$ cat src/rtl/ov_pixel_capture.sv
// OV-series parallel camera capture: registers VSYNC/HREF/D, pairs bytes into RGB565 pixels,
// buffers them in a show-ahead FIFO. Optional OV_CAPTURE_DECIMATE_EN keeps even pixels/lines only.
module ov_pixel_capture #(
    parameter int unsigned FIFO_DEPTH = 8,
    parameter int unsigned LINE_CNT_W = 10
) (
    input  logic                  PCLK,
    input  logic                  PRESETN,
    input  logic                  cfg_done,
    input  logic                  enable,
    input  logic                  VSYNC,
    input  logic                  HREF,
    input  logic [7:0]            D,
    output logic [15:0]           pix_data,
    output logic                  pix_sof,
    output logic                  pix_sol,
    output logic                  pix_valid,
    input  logic                  pix_ready,
    output logic                  frame_done,
    output logic [LINE_CNT_W-1:0] line_count,
    output logic                  overflow
);
    localparam int unsigned PtrW = (FIFO_DEPTH > 1) ? $clog2(FIFO_DEPTH) : 1;
    localparam int unsigned CntW = PtrW + 1;

    typedef enum logic [1:0] {StIdle, StWaitFrame, StCapture} state_e;

    state_e                state_q;
    logic                  vs_r, hr_r, vs_prev, hr_prev;
    logic [7:0]            d_r;
    logic                  vs_fall, vs_rise, hr_rise, capture, entering;
    logic                  phase_q, sof_pend_q, sol_pend_q, keep;
    logic [7:0]            hi_q;
    logic                  pend_valid_q, pend_sof_q, pend_sol_q;
    logic [15:0]           pend_data_q;
    logic [LINE_CNT_W-1:0] line_cnt_q;
    logic [17:0]           mem [FIFO_DEPTH];
    logic [PtrW-1:0]       wr_ptr_q, rd_ptr_q;
    logic [CntW-1:0]       count_q;
    logic                  full, pop, push, drop;
    logic [17:0]           head;

    assign vs_fall  = vs_prev & ~vs_r;
    assign vs_rise  = ~vs_prev & vs_r;
    assign hr_rise  = hr_r & ~hr_prev;
    assign capture  = (state_q == StCapture);
    assign entering = (state_q == StWaitFrame) & vs_fall;

    always_ff @(posedge PCLK) begin
        if (!PRESETN) begin
            vs_r    <= 1'b0;
            hr_r    <= 1'b0;
            d_r     <= 8'h00;
            vs_prev <= 1'b0;
            hr_prev <= 1'b0;
        end else begin
            vs_r    <= VSYNC;
            hr_r    <= HREF;
            d_r     <= D;
            vs_prev <= vs_r;
            hr_prev <= hr_r;
        end
    end

    // Overflow clear on IDLE->WAIT_FRAME is placed after the set so it wins.
    always_ff @(posedge PCLK) begin
        if (!PRESETN) begin
            state_q    <= StIdle;
            frame_done <= 1'b0;
            line_count <= '0;
            line_cnt_q <= '0;
            overflow   <= 1'b0;
        end else begin
            frame_done <= 1'b0;
            if (drop) overflow <= 1'b1;
            case (state_q)
                StIdle: begin
                    if (cfg_done && enable) begin
                        state_q  <= StWaitFrame;
                        overflow <= 1'b0;
                    end
                end
                StWaitFrame: begin
                    if (vs_fall) begin
                        state_q    <= StCapture;
                        line_cnt_q <= '0;
                    end
                end
                StCapture: begin
                    if (vs_rise) begin
                        frame_done <= 1'b1;
                        line_count <= line_cnt_q;
                        state_q    <= enable ? StWaitFrame : StIdle;
                    end else if (hr_rise && (line_cnt_q != '1)) begin
                        line_cnt_q <= line_cnt_q + LINE_CNT_W'(1);
                    end
                end
                default: state_q <= StIdle;
            endcase
        end
    end

`ifdef OV_CAPTURE_DECIMATE_EN
    logic line_odd_q, pix_odd_q;

    assign keep = ~line_odd_q & ~pix_odd_q;

    // line_odd starts at 1 so the first HREF rise of the frame makes line 0 even.
    always_ff @(posedge PCLK) begin
        if (!PRESETN) begin
            line_odd_q <= 1'b0;
            pix_odd_q  <= 1'b0;
        end else if (entering) begin
            line_odd_q <= 1'b1;
            pix_odd_q  <= 1'b0;
        end else if (capture) begin
            if (hr_rise) begin
                line_odd_q <= ~line_odd_q;
                pix_odd_q  <= 1'b0;
            end else if (hr_r && phase_q) begin
                pix_odd_q <= ~pix_odd_q;
            end
        end
    end
`else
    assign keep = 1'b1;
`endif

    // Assembled pixel is staged one cycle before the FIFO write.
    always_ff @(posedge PCLK) begin
        if (!PRESETN) begin
            phase_q      <= 1'b0;
            hi_q         <= 8'h00;
            sof_pend_q   <= 1'b0;
            sol_pend_q   <= 1'b0;
            pend_valid_q <= 1'b0;
            pend_data_q  <= 16'h0000;
            pend_sof_q   <= 1'b0;
            pend_sol_q   <= 1'b0;
        end else begin
            pend_valid_q <= 1'b0;
            if (entering) begin
                sof_pend_q <= 1'b1;
                sol_pend_q <= 1'b0;
                phase_q    <= 1'b0;
            end else if (capture) begin
                if (hr_rise) sol_pend_q <= 1'b1;
                if (!hr_r) begin
                    phase_q <= 1'b0;
                end else if (!phase_q) begin
                    hi_q    <= d_r;
                    phase_q <= 1'b1;
                end else begin
                    phase_q <= 1'b0;
                    if (keep) begin
                        pend_valid_q <= 1'b1;
                        pend_data_q  <= {hi_q, d_r};
                        pend_sof_q   <= sof_pend_q;
                        pend_sol_q   <= sol_pend_q;
                        sof_pend_q   <= 1'b0;
                        sol_pend_q   <= 1'b0;
                    end
                end
            end else begin
                phase_q <= 1'b0;
            end
        end
    end

    assign full = (count_q == CntW'(FIFO_DEPTH));
    assign pop  = pix_valid & pix_ready;
    assign push = pend_valid_q & (~full | pop);
    assign drop = pend_valid_q & ~push;

    always_ff @(posedge PCLK) begin
        if (push) mem[wr_ptr_q] <= {pend_data_q, pend_sof_q, pend_sol_q};
    end

    always_ff @(posedge PCLK) begin
        if (!PRESETN) begin
            wr_ptr_q <= '0;
            rd_ptr_q <= '0;
            count_q  <= '0;
        end else begin
            if (push) wr_ptr_q <= wr_ptr_q + PtrW'(1);
            if (pop)  rd_ptr_q <= rd_ptr_q + PtrW'(1);
            case ({push, pop})
                2'b10:   count_q <= count_q + CntW'(1);
                2'b01:   count_q <= count_q - CntW'(1);
                default: count_q <= count_q;
            endcase
        end
    end

    assign head      = mem[rd_ptr_q];
    assign pix_valid = (count_q != '0);
    assign pix_data  = pix_valid ? head[17:2] : 16'h0000;
    assign pix_sof   = pix_valid & head[1];
    assign pix_sol   = pix_valid & head[0];
endmodule

$ cat config.mk
export PLATFORM = sky130hd
export DESIGN_NAME = ov_pixel_capture
export DESIGN_NICKNAME = d
export VERILOG_FILES = /design/src/rtl/ov_pixel_capture.sv
export SDC_FILE = /design/constraint.sdc
export NUM_CORES = 1
export LEC_CHECK = 0
export ABC_AREA = 1
export CELL_PAD_IN_SITES_DETAIL_PLACEMENT = 0
export CELL_PAD_IN_SITES_GLOBAL_PLACEMENT = 2
export CORE_MARGIN = 4
export CORE_UTILIZATION = 41
export CTS_BUF_LIST = sky130_fd_sc_hd__clkbuf_2
export DETAILED_ROUTE_END_ITERATION = 7
export PLACE_DENSITY = 0.79
export SETUP_SLACK_MARGIN = 0.02
export SLEW_MARGIN = 10
export SYNTH_ARGS = -nofsm -noshare
export SYNTH_HDL_FRONTEND = slang
export SYNTH_SLANG_ARGS = --single-unit
$ cat constraint.sdc
create_clock -name PCLK -period 2.47 [get_ports PCLK]
set_clock_uncertainty 0.1 [all_clocks]
set_input_delay 0.494 -clock PCLK [delete_from_list [all_inputs] [get_ports PCLK]]
set_output_delay 0.494 -clock PCLK [all_outputs]
set_load 0.02 [all_outputs]
==> flow_metrics.tcl <==
set metrics [dict create \
    area_growth_pct 20.4 \
    critical_path.cell_chain "buf_6 > buf_12 > nor2_1 > nor2_1 > o21ai_0 > a31oi_1 > buf_4" \
    h-tree-depth 2 \
    num_vias 6353 \
    grt_max_degree 47 \
    crit_family "buffers and inverters" \
    synth_edf_count 144 \
    ys_seq_elements 223 \
    final_common_cell "nor2_1" \
    final-hold-violation-count 0 \
    antenna_found_initial 1 \
    path_clk_slew_ps 100 \
    grt_setup_unrepaired "true" \
    die_h_um 154 \
    slew_viol_final 0 \
    insertion_delay_ps 780 \
    max_freq_mhz 350 \
    fin_setup_tns_ps -5580 \
    path_class "reg -> out" \
    tightest_slew_ps 942 \
    synth_ff_type "edfxtp_1" \
    nets 991 \
    cp.depth 7 \
    drtPass1Iterations 4 \
    crit_required_ps 1880 \
    async_reset_ff_share_pct 0 \
    numCtsBuffers 54 \
    period_minus_slack_ps 2860 \
    core_um2 21100 \
    hold_depth 3 \
    die_area_um2 23800 \
    final-setup-viol-count 18 \
    leakage_nw 4.00 \
    arrival_ps 2260 \
    whs_ps 166 \
    cts.sinks 223 \
    max_stage_delay_ps 470 \
    grt_pass1_vias 6472 \
    via_per_inst 4.93 \
    crit_slowest_cell "dfxtp_4" \
    ir_drop_mv 0.285 \
    synth_cell_types 32 \
    die_w_um 154 \
    wire_per_inst_um 16.1 \
    most-common-layout-cells "174 x nor2_1, 144 x edfxtp_1, 105 x nand2_1" \
    remaining_drc_errors 0 \
    end_kind "output port" \
    io_pins 46 \
    syn_inst 857 \
    grt_pass1_wl_um 33500 \
    crit_fanout 15 \
    stdcell_area_um2 10600 \
    drive_gt1_share_pct 19.4 \
    cts-root-buf "clkbuf_2" \
    rows 53 \
    placedCellCount 1177 \
    status "finished with violations" \
    syn_nets 878 \
    finalNonFillerCells 1289 \
    finalCritPeriodShare_pct 116 \
    relSlewSlack_pct 37.1 \
    yosysSeqAreaShare_pct 67.2 \
    total_power_mw 9.76 \
    synth_top_area_share_pct 49.2 \
    placed_area_um2 9800 \
    overflow 0 \
    syn_area_per_cell_um2 10.3 \
    drt_iter0_markers 347 \
    dp_hpwl_um 13100 \
    violations "setup timing" \
    crit_top_cell "nor2_1" \
    initial_core_util_pct 41.7 \
    place_congestion 0.745 \
    cap_violations 0 \
    hp-class "in -> reg" \
    postRouteWirelength_um 20800 \
    ant_nets 0 \
    cts.path.max_buffers 3 \
    portBuffers 45 \
    p_per_area_nw_per_um2 922 \
    synth_area_um2 8790 \
    synth_area_leaders "edfxtp_1 49%, dfxtp_1 18%, nor2_1 7.9%" \
    cp-start-kind "flop" \
    cts_tree "built" \
    yosysWarnings 0 \
    yosysTopAreaCell "edfxtp_1" \
    reg2reg_depth 15 \
    worst-path-buf-inv 3 \
    setup_ws_ps -386 \
    gr-usage-all-layers_pct 17.7 \
]
-- synthesized netlist by cell type (all sizes together) (2+ instances only) --
cell    number
ha           5
dfxtp       79
inv         49
clkbuf      21
nand2      111
clkinv       2
nand3       21
edfxtp     144
a31oi       20
nor2       189
buf         21
o21ai      135
a21oi       51
nand4        2
-- registers in the layout (all words and copies together) (netlist names), named ones only --
register and flops:
line_cnt_q 10, hr_prev 1, pend_sol_q 1, line_count 10, vs_r 1, overflow 1
sol_pend_q 1, pend_valid_q 1, pend_sof_q 1, frame_done 1, phase_q 1, rd_ptr_q 3
hi_q 8, sof_pend_q 1, hr_r 1, vs_prev 1, count_q 4, state_q 2
wr_ptr_q 3, d_r 8, mem 144, pend_data_q 16
-- per-stage QoR --
step | worst slack [ps] | util (%)
floorplan | 267 | -
global placement | -47.7 | 46.5
detailed placement | -85.9 | 46.5
CTS | -456 | 49.9
global route | -598 | 50.2
finish | -386 | 50.2
-- worst min-delay path, stage by stage --
cell and delay (ps):
clkdlybuf4s50_1 390, nand2_1 60, inv_1 40
-- cells by family (layout without fill, tap and decap cells) --
family                     Yosys count  count (layout)  synth area share [%]
DFF                                223             223                  67.2
AOI/OAI and AO/OA                  209             209                  12.3
other                                0               1                     0
xor gates and xnor gates             2               2                 0.199
buffers and inverters               93             249                  4.58
and+or+nand+nor                    324             324                  14.8
adders and majority gates            6               6                 0.940
-- what timing repair did --
action                     CTS  global route
setup endpoints to repair   19            19
setup buffers                5             4
gates cloned                 4             0
hold buffers                 0             0
resized for setup          174            32
pin swaps                   11             7
-- routing by layer --
layer,wire (um),vias up,part of all wire (%),track usage [%]
met2,9830,155,47,28.7
met1,9460,2975,46,23.6
met4,400,0,1.9,5.93
met5,0,-,0,0
met3,1080,36,5.2,4.09
li1,-,3187,-,-
-- worst paths after layout --
kind	from	to	slack (ps)
max	flop	pix_data[4]	-390
min	D[5]	d_r[5]$_SDFF_PN0_	170
min reg2reg	rd_ptr_q[2]$_SDFFE_PN0N_	flop	330
max reg2reg	count_q[0]$_SDFFE_PN0P_	count_q[3]$_SDFFE_PN0P_	340
-- area by class of cell --
cell class / count / area (um^2)
clock inverter: 20 / 106
antenna: 1 / 2.50
timing repair buffer: 99 / 1060
fill: 1949 / 10500
tap: 275 / 344
inverter: 51 / 199
sequential: 223 / 5920
clock buffer: 79 / 395
multi-input combinational: 541 / 2560
-- power by group --
part | total, mW | switching, mW | leakage, nW | internal, mW
registers | 4.13 | 0.117 | 1.98 | 4.01
logic | 3.27 | 1.84 | 1.65 | 1.43
clock network | 2.36 | 1.40 | 0.376 | 0.966
Note: power is estimated with default switching activity, not from simulation.
==> RTL change 1 (same settings) <==
Re-encode `state_e` (3 states) as one-hot, 3 bits wide.
--- a/src/rtl/ov_pixel_capture.sv
+++ b/src/rtl/ov_pixel_capture.sv
@@ -23,7 +23,7 @@
     localparam int unsigned PtrW = (FIFO_DEPTH > 1) ? $clog2(FIFO_DEPTH) : 1;
     localparam int unsigned CntW = PtrW + 1;
 
-    typedef enum logic [1:0] {StIdle, StWaitFrame, StCapture} state_e;
+    typedef enum logic [2:0] {StIdle = 3'b001, StWaitFrame = 3'b010, StCapture = 3'b100} state_e;
 
     state_e                state_q;
     logic                  vs_r, hr_r, vs_prev, hr_prev;
Check against the original RTL: same outputs for any inputs over 4 cycles, from zero or initial values and one cycle with PRESETN low; so few cycles prove little.
==> RTL change 1 against the original RTL <==
The run still ends with negative setup slack left. Design area shrank 0.32%. Die area grew 0.27%. Total power shrank 3.4%. Sequential cell count grew 1. Synthesized area grew 0.28%. First-iteration DRC count shrank 16%. Routed wire length shrank 3.3%. Setup slack gained 97 ps. Largest cell class unchanged. Sequential share of layout area grew 0.30 points.
==> RTL change 1: results (changes against the original RTL) <==
The flow ran to the end, but the final reports show violations. Violated checks: negative setup slack (unchanged). The maximum number of pins on one net before global-route repair was 46 (was 47). The tools report the synthesized netlist net count as 864 (was 878). The run gives 2160 ps (was 2260 ps) as the data arrival at the endpoint of the critical path. The post-place instance area came out at 9813 um2 (was 9804 um2).

The run gives 5 (was 4) as the number of optimization iterations in the first detailed-route pass. The final sum of negative setup slack is -4405 ps (was -5576 ps), and the xor and xnor area share after synthesis is 0.2981% (was 0.1993%). The highest net fanout along the worst path works out to 10 (was 15). The share of synthesized area occupied by flip-flops and latches is 67.22% (was 67.19%).

The count of instances resized after the clock tree is built was 134 (was 174). The number of buffers created by CTS was 55 (was 54); the final standard cell count with taps included and fillers excluded was 1260 (was 1289). Most used standard cells in the synthesized netlist: sky130_fd_sc_hd__nor2_1, sky130_fd_sc_hd__edfxtp_1, sky130_fd_sc_hd__o21ai_0, sky130_fd_sc_hd__nand2_1, sky130_fd_sc_hd__dfxtp_1 (unchanged). Number of buffers inserted to repair setup after CTS: 3 (was 5). The internal power contribution came out at 6278 uW (was 6405 uW). Adder and majority gate portion of the synthesized area: 0.9368% (was 0.9395%).

The final worst-path setup slack is -288.1 ps (was -385.6 ps). The count of endpoints failing setup in the final report is 19 (was 18), and the compound-gate portion of the synthesized area is 10.09% (was 12.28%). The average wire per standard cell was 15.94 um (was 16.11 um); the final weighted congestion of routability-driven global placement was 0.8047 (was 0.7452). The standby leakage power is 0.003922 uW (was 0.004001 uW), and the worst-case setup slack after placement is -8.677 ps (was -85.94 ps).

The count of mapped cells out of synthesis was 843 (was 857). The run gives 12340 um (was 13080 um) as the detailed-placement wirelength estimate. The total number of nets in the final design is 962 (was 991), and the total power is 9426 uW (was 9759 uW). For the maximum vdd drop, the log shows 280.7 uV (was 285.3 uV). The via total after detailed routing came out at 6261 (was 6353). Top cells by area, synth: sky130_fd_sc_hd__edfxtp_1, sky130_fd_sc_hd__dfxtp_1, sky130_fd_sc_hd__nor2_1 (unchanged). The combinational gate power came out at 3040 uW (was 3270 uW). Number of global-route vias before repair: 6204 (was 6472). First-pass GRT wire length: 32020 um (was 33510 um).
==> RTL change 1: cell type report <==
class                           count  area, um2  share of cell area [%]
Timing Repair Buffer               81       1037                   9.834
Tap cell                          275      344.1                   3.262
Clock buffer                       83      415.4                   3.938
Sequential cell                   224       5931                   56.23
Inverter                           63      241.5                   2.289
Antenna cell                        1      2.502                 0.02372
Multi-Input combinational cell    516       2507                   23.77
Clock inverter                     17      68.82                  0.6524
==> RTL change 1: final timing paths <==
kind | startpoint | end | slack [ps] | cells after the start
max | flop | pix_data[13] | -290 | 7
min | PRESETN | wr_ptr_q[2] | 100 | 4
max reg2reg | count_q[1] | count_q[3] | 270 | 15
min reg2reg | hr_r | hr_prev | 340 | 2
==> RTL change 1: routing by layer <==
layer  track usage (%)  up-vias  wire, um  share of wire (%)
met5                 0        -         0                  0
met3             4.197       27      1108                5.5
met4             5.803        0       277                1.4
met1             21.39     2980      9016                 45
li1                  -     3115         -                  -
met2             28.00      139      9683                 48
==> RTL change 2 (config.mk and constraints unchanged) <==
Made on the original files. The option `OV_CAPTURE_DECIMATE_EN` is turned on by a define.
--- a/src/rtl/ov_pixel_capture.sv
+++ b/src/rtl/ov_pixel_capture.sv
@@ -1,5 +1,7 @@
 // OV-series parallel camera capture: registers VSYNC/HREF/D, pairs bytes into RGB565 pixels,
 // buffers them in a show-ahead FIFO. Optional OV_CAPTURE_DECIMATE_EN keeps even pixels/lines only.
+`define OV_CAPTURE_DECIMATE_EN
+
 module ov_pixel_capture #(
     parameter int unsigned FIFO_DEPTH = 8,
     parameter int unsigned LINE_CNT_W = 10
Function: changed (Yosys sat finds a counterexample within 10 cycles, from zero or initial values and one cycle with PRESETN low).
==> RTL change 2 against the original RTL <==
The run still ends with negative setup slack left. Setup slack improved by 55 ps. Via count fell by 2.7%. Synthesized area rose by 0.88%. Final cell count fell by 2.2%. Design area barely moved. Clock power rose by 8%. Utilization fell by 0.11 points. Synthesized cell count fell by 1.6%. Sequential cell count rose by 2. Total power fell by 3.8%. Global-route usage fell by 1.0 points. Routed wire length fell by 3.8%. Critical path type unchanged.
==> RTL change 2: results (changes against the original RTL) <==
The post-layout utilization of the core is 50.07% (was 50.18%). Violated checks: negative setup slack (unchanged). The clock network area share works out to 5.056% (was 4.742%). The hold buffer count at CTS was 1 (was 0); the average size of a mapped cell was 10.52 um2 (was 10.26 um2).

Top cells by area, synth: sky130_fd_sc_hd__edfxtp_1, sky130_fd_sc_hd__dfxtp_1, sky130_fd_sc_hd__nor2_1 (unchanged). The final standard cell count with taps included and fillers excluded is 1261 (was 1289), and the core area is 21150 um2 (was 21090 um2). The first-pass GRT wire length was 31730 um (was 33510 um). The average wire per standard cell is 15.85 um (was 16.11 um), and the post-synthesis register bit count is 225 (was 223). The non-clock buffering overhead in the final layout was 9.344% (was 9.980%); the count of endpoints failing setup in the final report was 18 (unchanged).

The power density over cell area works out to 886.0 nW/um2 (was 922.3 nW/um2). For the insertion delay of the later-clocked pin in the worst-skew pair, the log shows 810 ps (was 780 ps). The flow ran to the end, but the final reports show violations. The area taken by flip-flops and latches was 5954 um2 (was 5918 um2); the worst-case setup slack after placement was 22.60 ps (was -85.94 ps). The proportion of power drawn by flip-flops and latches was 44.1% (was 42.3%).

Most used standard cells in the synthesized netlist: sky130_fd_sc_hd__nor2_1, sky130_fd_sc_hd__edfxtp_1, sky130_fd_sc_hd__o21ai_0, sky130_fd_sc_hd__dfxtp_1, sky130_fd_sc_hd__nand2_1 (was sky130_fd_sc_hd__nor2_1, sky130_fd_sc_hd__edfxtp_1, sky130_fd_sc_hd__o21ai_0, sky130_fd_sc_hd__nand2_1, sky130_fd_sc_hd__dfxtp_1). The run gives 387.0 uV (was 285.3 uV) as the maximum vdd drop. The worst hold slack across all endpoints was 141.0 ps (was 166.3 ps); the worst-case reg-to-reg path depth was 14 (was 15).

The last element of the critical path is pix_data[15] (was pix_data[4]). The multi-input gate share of the layout cell area was 24.08% (was 24.19%); the share of synthesized area occupied by flip-flops and latches was 67.05% (was 67.19%). Setup slack on the worst flop-to-flop path: 380 ps (was 340 ps).

The number of non-clock buffers in the layout was 85 (was 99); the wire length the detailed router placed on met1 was 8983 um (was 9461 um). The number of DRC violations after detailed-routing iteration 0 is 261 (was 347). The number of optimization iterations in the first detailed-route pass is 5 (was 4), and the number of multi-input combinational cells in the layout is 520 (was 541). The count of non-CTS inverters in the layout was 56 (was 51). The synthesized netlist net count came out at 864 (was 878).

The final worst-path setup slack was -330.7 ps (was -385.6 ps); the standby leakage power was 0.004263 uW (was 0.004001 uW). The highest net fanout along the worst path is 10 (was 15), and the detailed-placement wirelength estimate is 12350 um (was 13080 um). For the proportion of power drawn by combinational gates, the log shows 28.8% (was 33.5%). The relative slew slack was 67.58% (was 37.11%); the number of buffers inserted to repair setup after CTS was 2 (was 5).
-- RTL change 2: cell types whose count changed after synthesis, moves of 3 or more --
cell / before / now
sky130_fd_sc_hd__a21oi_1: 51 / 26
sky130_fd_sc_hd__a31oi_1: 20 / 1
sky130_fd_sc_hd__buf_2: 16 / 12
sky130_fd_sc_hd__clkbuf_1: 20 / 23
sky130_fd_sc_hd__inv_1: 45 / 52
sky130_fd_sc_hd__mux2i_1: 0 / 18
sky130_fd_sc_hd__nand2_1: 106 / 72
sky130_fd_sc_hd__nand3_1: 19 / 27
sky130_fd_sc_hd__nor2_1: 185 / 196
sky130_fd_sc_hd__o22ai_1: 0 / 18
-- RTL change 2: cells by family (layout without fill, tap and decap cells) --
group,count (synthesis),in the layout,share of synthesized area (%)
AND/OR/NAND/NOR,311,311,14.32
adder cells (fa/ha/maj),6,6,0.9313
multiplexers,18,18,2.032
AO/OA/AOI/OAI,182,182,10.74
flip-flops,225,225,67.05
XOR/XNOR,3,3,0.2964
other,0,1,0
buffers and inverters,98,240,4.628
